<file path="config.mk">
export PLATFORM = sky130hd
export DESIGN_NAME = uart_rx
export DESIGN_NICKNAME = d
export VERILOG_FILES = /design/src/rtl/uart_rx.sv
export SDC_FILE = /design/constraint.sdc
export NUM_CORES = 1
export LEC_CHECK = 0
export BUFFER_PORTS_ARGS = -buffer_cell sky130_fd_sc_hd__buf_2
export CAP_MARGIN = 40
export CORE_UTILIZATION = 25
export DETAILED_ROUTE_END_ITERATION = 6
export MAX_ROUTING_LAYER = met4
export PLACE_DENSITY = 0.46
export SETUP_SLACK_MARGIN = 0.02
export SLEW_MARGIN = 20
export SYNTH_ARGS = -nofsm -noshare
export SYNTH_HDL_FRONTEND = slang
export SYNTH_SLANG_ARGS = --single-unit
</file>
<file path="constraint.sdc">
create_clock -name clk -period 2 [get_ports clk]
set_input_delay 0 -clock clk [delete_from_list [all_inputs] [get_ports clk]]
set_output_delay 0 -clock clk [all_outputs]
set_load 0.005 [all_outputs]
</file>
<file path="src/rtl/uart_rx.sv">
// UART receiver: 2-flop synchronized rx, oversampled start/data/[parity]/stop; rx_valid one clk at stop mid-bit, no backpressure.
// Optional parity bit compiled in with `define UART_RX_PARITY_EN.
module uart_rx #(
  parameter int DATA_BITS    = 8,
  parameter int OverSampling = 16,
  parameter int PARITY_ODD   = 0
) (
  input  logic                 clk,
  input  logic                 reset,
  input  logic                 bclk,
  input  logic                 rx,
  output logic [DATA_BITS-1:0] rx_data,
  output logic                 rx_valid,
  output logic                 frame_err,
  output logic                 parity_err,
  output logic                 busy
);

  localparam int CW = $clog2(OverSampling);
  localparam int BW = $clog2(DATA_BITS + 1);
  localparam logic [CW-1:0] MID   = CW'(OverSampling / 2 - 1);
  localparam logic [CW-1:0] LAST  = CW'(OverSampling - 1);
  localparam logic [BW-1:0] BLAST = BW'(DATA_BITS - 1);

`ifdef UART_RX_PARITY_EN
  typedef enum logic [2:0] {IDLE, START, DATA, PARITY, STOP} state_t;
  localparam logic ODD = (PARITY_ODD != 0);
  logic pbit;
  logic parity_err_q;
  assign parity_err = parity_err_q;
`else
  typedef enum logic [2:0] {IDLE, START, DATA, STOP} state_t;
  logic unused_parity_odd;
  assign unused_parity_odd = (PARITY_ODD != 0);
  assign parity_err = 1'b0;
`endif

  state_t               state;
  logic                 rx_meta;
  logic                 rx_s;
  logic                 bclk_q;
  logic                 tick;
  logic                 armed;
  logic [CW-1:0]        cnt;
  logic [BW-1:0]        bitcnt;
  logic [DATA_BITS-1:0] shreg;

  assign tick = bclk & ~bclk_q;

  always_ff @(posedge clk or negedge reset) begin
    if (!reset) begin
      rx_meta   <= 1'b1;
      rx_s      <= 1'b1;
      bclk_q    <= 1'b0;
      state     <= IDLE;
      armed     <= 1'b1;
      cnt       <= '0;
      bitcnt    <= '0;
      shreg     <= '0;
      rx_data   <= '0;
      rx_valid  <= 1'b0;
      frame_err <= 1'b0;
      busy      <= 1'b0;
`ifdef UART_RX_PARITY_EN
      pbit         <= 1'b0;
      parity_err_q <= 1'b0;
`endif
    end else begin
      rx_meta  <= rx;
      rx_s     <= rx_meta;
      bclk_q   <= bclk;
      rx_valid <= 1'b0;
      // A break must see the line return high before the next start is accepted.
      if (rx_s) armed <= 1'b1;
      case (state)
        IDLE: begin
          if (!rx_s && armed) begin
            state <= START;
            cnt   <= '0;
            busy  <= 1'b1;
          end
        end
        START: begin
          if (tick) begin
            if (cnt == MID) begin
              cnt    <= '0;
              bitcnt <= '0;
              if (rx_s) begin
                state <= IDLE;
                busy  <= 1'b0;
              end else begin
                state <= DATA;
              end
            end else begin
              cnt <= cnt + 1'b1;
            end
          end
        end
        DATA: begin
          if (tick) begin
            if (cnt == LAST) begin
              cnt    <= '0;
              shreg  <= {rx_s, shreg[DATA_BITS-1:1]};
              bitcnt <= bitcnt + 1'b1;
              if (bitcnt == BLAST) begin
`ifdef UART_RX_PARITY_EN
                state <= PARITY;
`else
                state <= STOP;
`endif
              end
            end else begin
              cnt <= cnt + 1'b1;
            end
          end
        end
`ifdef UART_RX_PARITY_EN
        PARITY: begin
          if (tick) begin
            if (cnt == LAST) begin
              cnt   <= '0;
              pbit  <= rx_s;
              state <= STOP;
            end else begin
              cnt <= cnt + 1'b1;
            end
          end
        end
`endif
        STOP: begin
          if (tick) begin
            if (cnt == LAST) begin
              cnt       <= '0;
              rx_data   <= shreg;
              frame_err <= ~rx_s;
              rx_valid  <= 1'b1;
              state     <= IDLE;
              busy      <= 1'b0;
              if (!rx_s) armed <= 1'b0;
`ifdef UART_RX_PARITY_EN
              parity_err_q <= (^shreg) ^ pbit ^ ODD;
`endif
            end else begin
              cnt <= cnt + 1'b1;
            end
          end
        end
        default: begin
          state <= IDLE;
          busy  <= 1'b0;
        end
      endcase
    end
  end

endmodule

</file>
-- After elaboration in Yosys (flattened, before gate mapping)
Cells that the tools add are included.
- add/subtract/negate cells: 2
- equal/unequal tests: 16
- muxes and demuxes: 36
- bitwise logic cells: 4
- reduce and logical (&&, ||, !) cells: 12
- operators with widths (operator ; count):
    2-to-1 mux 4 bit ; 9
    2-to-1 mux 3 bit ; 8
    != test 2 bit, second input constant ; 9
    2-to-1 mux 1 bit ; 14
    one-hot mux 3 bit (4 select lines) ; 1
    one-hot mux 4 bit (3 select lines) ; 1
    adder 4 x 1 -> 4 bit, second input constant ; 2
    == test 4 x 3 -> 1 bit, second input constant ; 2
    one-hot mux 4 bit (2 select lines) ; 1
    AND reduction 8 bit ; 1
    AND reduction 7 bit ; 1
    == test 3 x 2 -> 1 bit, second input constant ; 2
    AND reduction 3 bit ; 2
    AND reduction 5 bit ; 1
    == test 4 bit, second input constant ; 1
    one-hot mux 1 bit (4 select lines) ; 1
    AND reduction 4 bit ; 1
    == test 3 x 1 -> 1 bit, second input constant ; 1
    logical NOT 3 bit ; 1
    inverter 1 bit ; 3
    nonzero test 3 bit ; 1
    2-to-1 mux 2 bit ; 1
    != test 2 x 1 -> 1 bit, second input constant ; 1
    nonzero test 2 bit ; 1
    4 further kinds ; 4
- flip-flop bits (word level): 34
- input bits: 4
- output and inout port bits: 12
- logic and storage cells: 82

-- Logic depth before layout (Yosys ltp)
- depth in word-level cells: 5
- depth in mapped cells: 6
- mapped depth without buffers: 5

-- Worst setup path after synthesis
OpenSTA, ideal clock, no wires.
- path kind: register -> register
- from: register cnt[0]
- to: register shreg[0]
- setup time: 0.125 ns
- data arrival time: 1.433 ns
- data required time: 1.875 ns
- path slack: 0.443 ns
- stages on the path, launching flop included: 5
- buffers on the path: 0
- period minus slack after synthesis: 1.557 ns
- cells stage by stage: dfrtp_1 ha_1 nand4b_2 nor3_4 mux2_2
- longest elaborated chain between the ends: 2
- RTL lines (element ; RTL line ; RTL):
    start, declared ; 44 ; logic [CW-1:0] cnt;
    start signal, assigned ; 95 ; cnt <= cnt + 1'b1;
    start signal, assigned ; 113 ; cnt <= cnt + 1'b1;
    start signal, assigned ; 144 ; cnt <= cnt + 1'b1;
    == test 4 bit ; 101 ; if (cnt == LAST) begin
    AND reduction 3 bit (no source line) ; n/a ;
    end signal, assigned ; 103 ; shreg <= {rx_s, shreg[DATA_BITS-1:1]};
    end, declared ; 46 ; logic [DATA_BITS-1:0] shreg;
Every way passes these cells.
A chain may end at the register's enable or synchronous reset.

-- Worst setup path after layout
- from: register cnt[0]
- to: register shreg[6]
The elaborated chain is that of the path after synthesis.

==> reports/metrics.csv <==
metric,value,unit
outcome,completed,
WL final,2783,µm
gr ovfl total,0,
Routed WL per cell,12.59,µm
Iter 0 DRT Violations,58,
fmax,563.0,MHz
CP Launch Type,flop,
"Max FO, Critical Path",9,
Mapped Area,1536,µm²
Main synth FF type,dfrtp_1,
vias in the first global route,969,
Pwr Density,915.7,nW/µm²
clk sinks,33,
final core utilization,31.04,%
Max H-tree Level,2,
Total Die Area,6463,µm²
RSZ-0062 raised after global routing,no,
clk_skew,0.004758,ns
Leakage,0.8907,nW
synth warn,0,
IO Port Bufs,14,
crit path DAT,1.94,ns
cts repair resizes,0,
Yosys reg bits,33,
Worst Hold Class,in2async,
Post-DRT Antenna Nets,0,
Sw Share,27.86,%
DP HPWL,1932,µm
pin count of the biggest net entering global routing,34,
setup tns final,0,ns
CTS buffer count,5,
# nets final,151,
NetSw,0.4688,mW
filler cell count,612,
# rows,28,
CP Capture Type,flop,
Max Cap Violations,0,
sequential-to-total area share from yosys stat,53.99,%
synthesized instance count,123,
mean post-synth cell area,12.49,µm²
Worst EP required,2.16,ns
layout cells sized above 1,34.93,%
Async SR Flop Fraction,100.0,%
P_int,1.214,mW
Setup-failing EPs final,0,
All-Layer GR Usage,10.05,%
CTS tree,yes,
fin crit share,88.81,%
Pins Over Slew Limit,0,
Mapped Nets,129,
clock buffer depth,2,
Die H,80.40,µm
area grow syn2layout,19.63,%
Comb power frac,15.8,%
worst skew pair latency,0.28,ns
vias per cell,4.534,
Tmin final,1.776,ns
Fin. Hold Viols,0,
Sequential Power Share,48.1,%
dpl ws,0.2274,ns
worst setup slack after layout,0.2237,ns
Ant. Diodes,0,
Root Driver,clkbuf_8,
first-pass GRT wire length,4692,µm
Worst VDD drop,0.3513,mV
total chip power,1.683,mW
Pre-Repair DR Iteration Count,4,
"Distinct cells, synth",39,
initial antenna violation count,0,
Placer Congestion,0.8117,
Core Region,5921,µm²
I/O Pins,16,
chip width,80.40,µm
number of enable flip-flop cells after synthesis,0,
Setup CP Type,reg2reg,
clock power share,36.1,%
vias,1002,
Worst-path clk slew,0.07,ns
Starting Density,25.95,%
final hold slack,0.1264,ns
DRC viols,0,
==> cell usage in the layout, fill, tap and decap left out, types with 2 or more instances in the layout <==
| cell | n |
|---|---|
| dfrtp_1 | 30 |
| buf_2 | 14 |
| mux2_2 | 12 |
| nor2_1 | 9 |
| nand2_1 | 7 |
| a21oi_1 | 7 |
| mux2_4 | 6 |
| clkbuf_8 | 5 |
| nand2b_1 | 3 |
| o21ai_0 | 3 |
| nor4_1 | 3 |
| nand3_1 | 3 |
| dfstp_2 | 3 |
| dlygate4sd3_1 | 3 |
| inv_1 | 2 |
| a21o_1 | 2 |
| nor2b_1 | 2 |
| and3_1 | 2 |
| a22o_1 | 2 |
| nor3_1 | 2 |
| ha_1 | 2 |
| buf_4 | 2 |
==> worst max-delay path: stages (launching register included) <==
cell      delay, ns
dfrtp_1        0.39
ha_1           0.27
nand4b_2       0.21
nor3_4         0.40
mux2_2         0.39
==> timing repair <==
action,in CTS,in global routing
hold buffers,3,0
hold endpoints to repair,32,0
setup buffers,0,0
==> sequential cells by signal, indices dropped and copies added, names as in the netlist, 2 cells and up <==
name,flops
rx_data,8
shreg,8
bitcnt,4
state,2
cnt,4
==> area by class of cell <==
type                            instances  area (µm²)  area share, %
Sequential cell                        33       829.5          45.13
Multi-Input combinational cell         83       656.9          35.74
Timing Repair Buffer                   20       142.6          7.760
Tap cell                               75       93.84          5.106
Clock buffer                            6       72.57          3.948
Clock inverter                          2       35.03          1.906
Inverter                                2       7.507         0.4084
==> cell usage after synthesis (2+ instances only) <==
cell type,instances,area [µm²]
dfrtp_1,30,750.7
mux2_2,12,135.1
nor2_1,9,33.78
a21oi_1,7,35.03
nand2_1,7,26.28
mux2_4,6,90.09
dfstp_2,3,78.83
nand2b_1,3,18.77
nand3_1,3,15.01
nor4_1,3,18.77
o21ai_0,3,15.01
a21o_1,2,15.01
a22o_1,2,17.52
and3_1,2,12.51
buf_4,2,15.01
buf_6,2,22.52
ha_1,2,25.02
inv_1,2,7.510
nor2b_1,2,12.51
nor3_1,2,10.01
==> metrics by stage <==
step / area, µm² / instances
global route: 1838 / 221
CTS: 1810 / 220
floorplan: 1536 / 123
detailed placement: 1673 / 209
finish: 1838 / 221
global placement: 1673 / 209
==> layer usage <==
metal	global-route usage, %	part of all wire, %
met5	-	0
met3	3.409	4.4
met1	12.75	50
met4	4.286	1.6
met2	14.49	44
==> power groups by stage <==
stage | Combinational (mW) | Sequential (mW) | Clock [mW]
6_report | 0.265 | 0.810 | 0.608
5_1_grt | 0.303 | 0.818 | 0.658
4_1_cts | 0.262 | 0.809 | 0.624
3_5_place_dp | 0.257 | 0.822 | 0
3_3_place_gp | 0.250 | 0.819 | 0
2_1_floorplan | 0.259 | 0.761 | 0
==> path summary, 6_finish.rpt <==
check / cells after the start / endpoint / slack (ns) / start
min in group clk: 0 / rx_s / 0.36 / rx_meta
max in group asynchronous: 3 / armed / 1.39 / reset
max: 4 / shreg[6] / 0.22 / cnt[0]
min: 2 / cnt[1] / 0.13 / reset
max reg2reg: 4 / shreg[6] / 0.22 / cnt[0]
min reg2reg: 0 / rx_s / 0.36 / rx_meta
==> cells by family (layout without fill, tap and decap cells) <==
| logic type | after synthesis | count (layout) | share of synthesized area, % |
|---|---|---|---|
| fa+ha+maj | 2 | 2 | 1.628 |
| simple gates | 41 | 41 | 17.02 |
| buf+inv | 7 | 30 | 3.257 |
| xor+xnor | 1 | 1 | 0.5701 |
| mux | 19 | 19 | 15.31 |
| flops | 33 | 33 | 53.99 |
| other cells | 1 | 1 | 0.2441 |
| compound gates | 19 | 19 | 7.981 |
(Power assumes the default switching activity.)
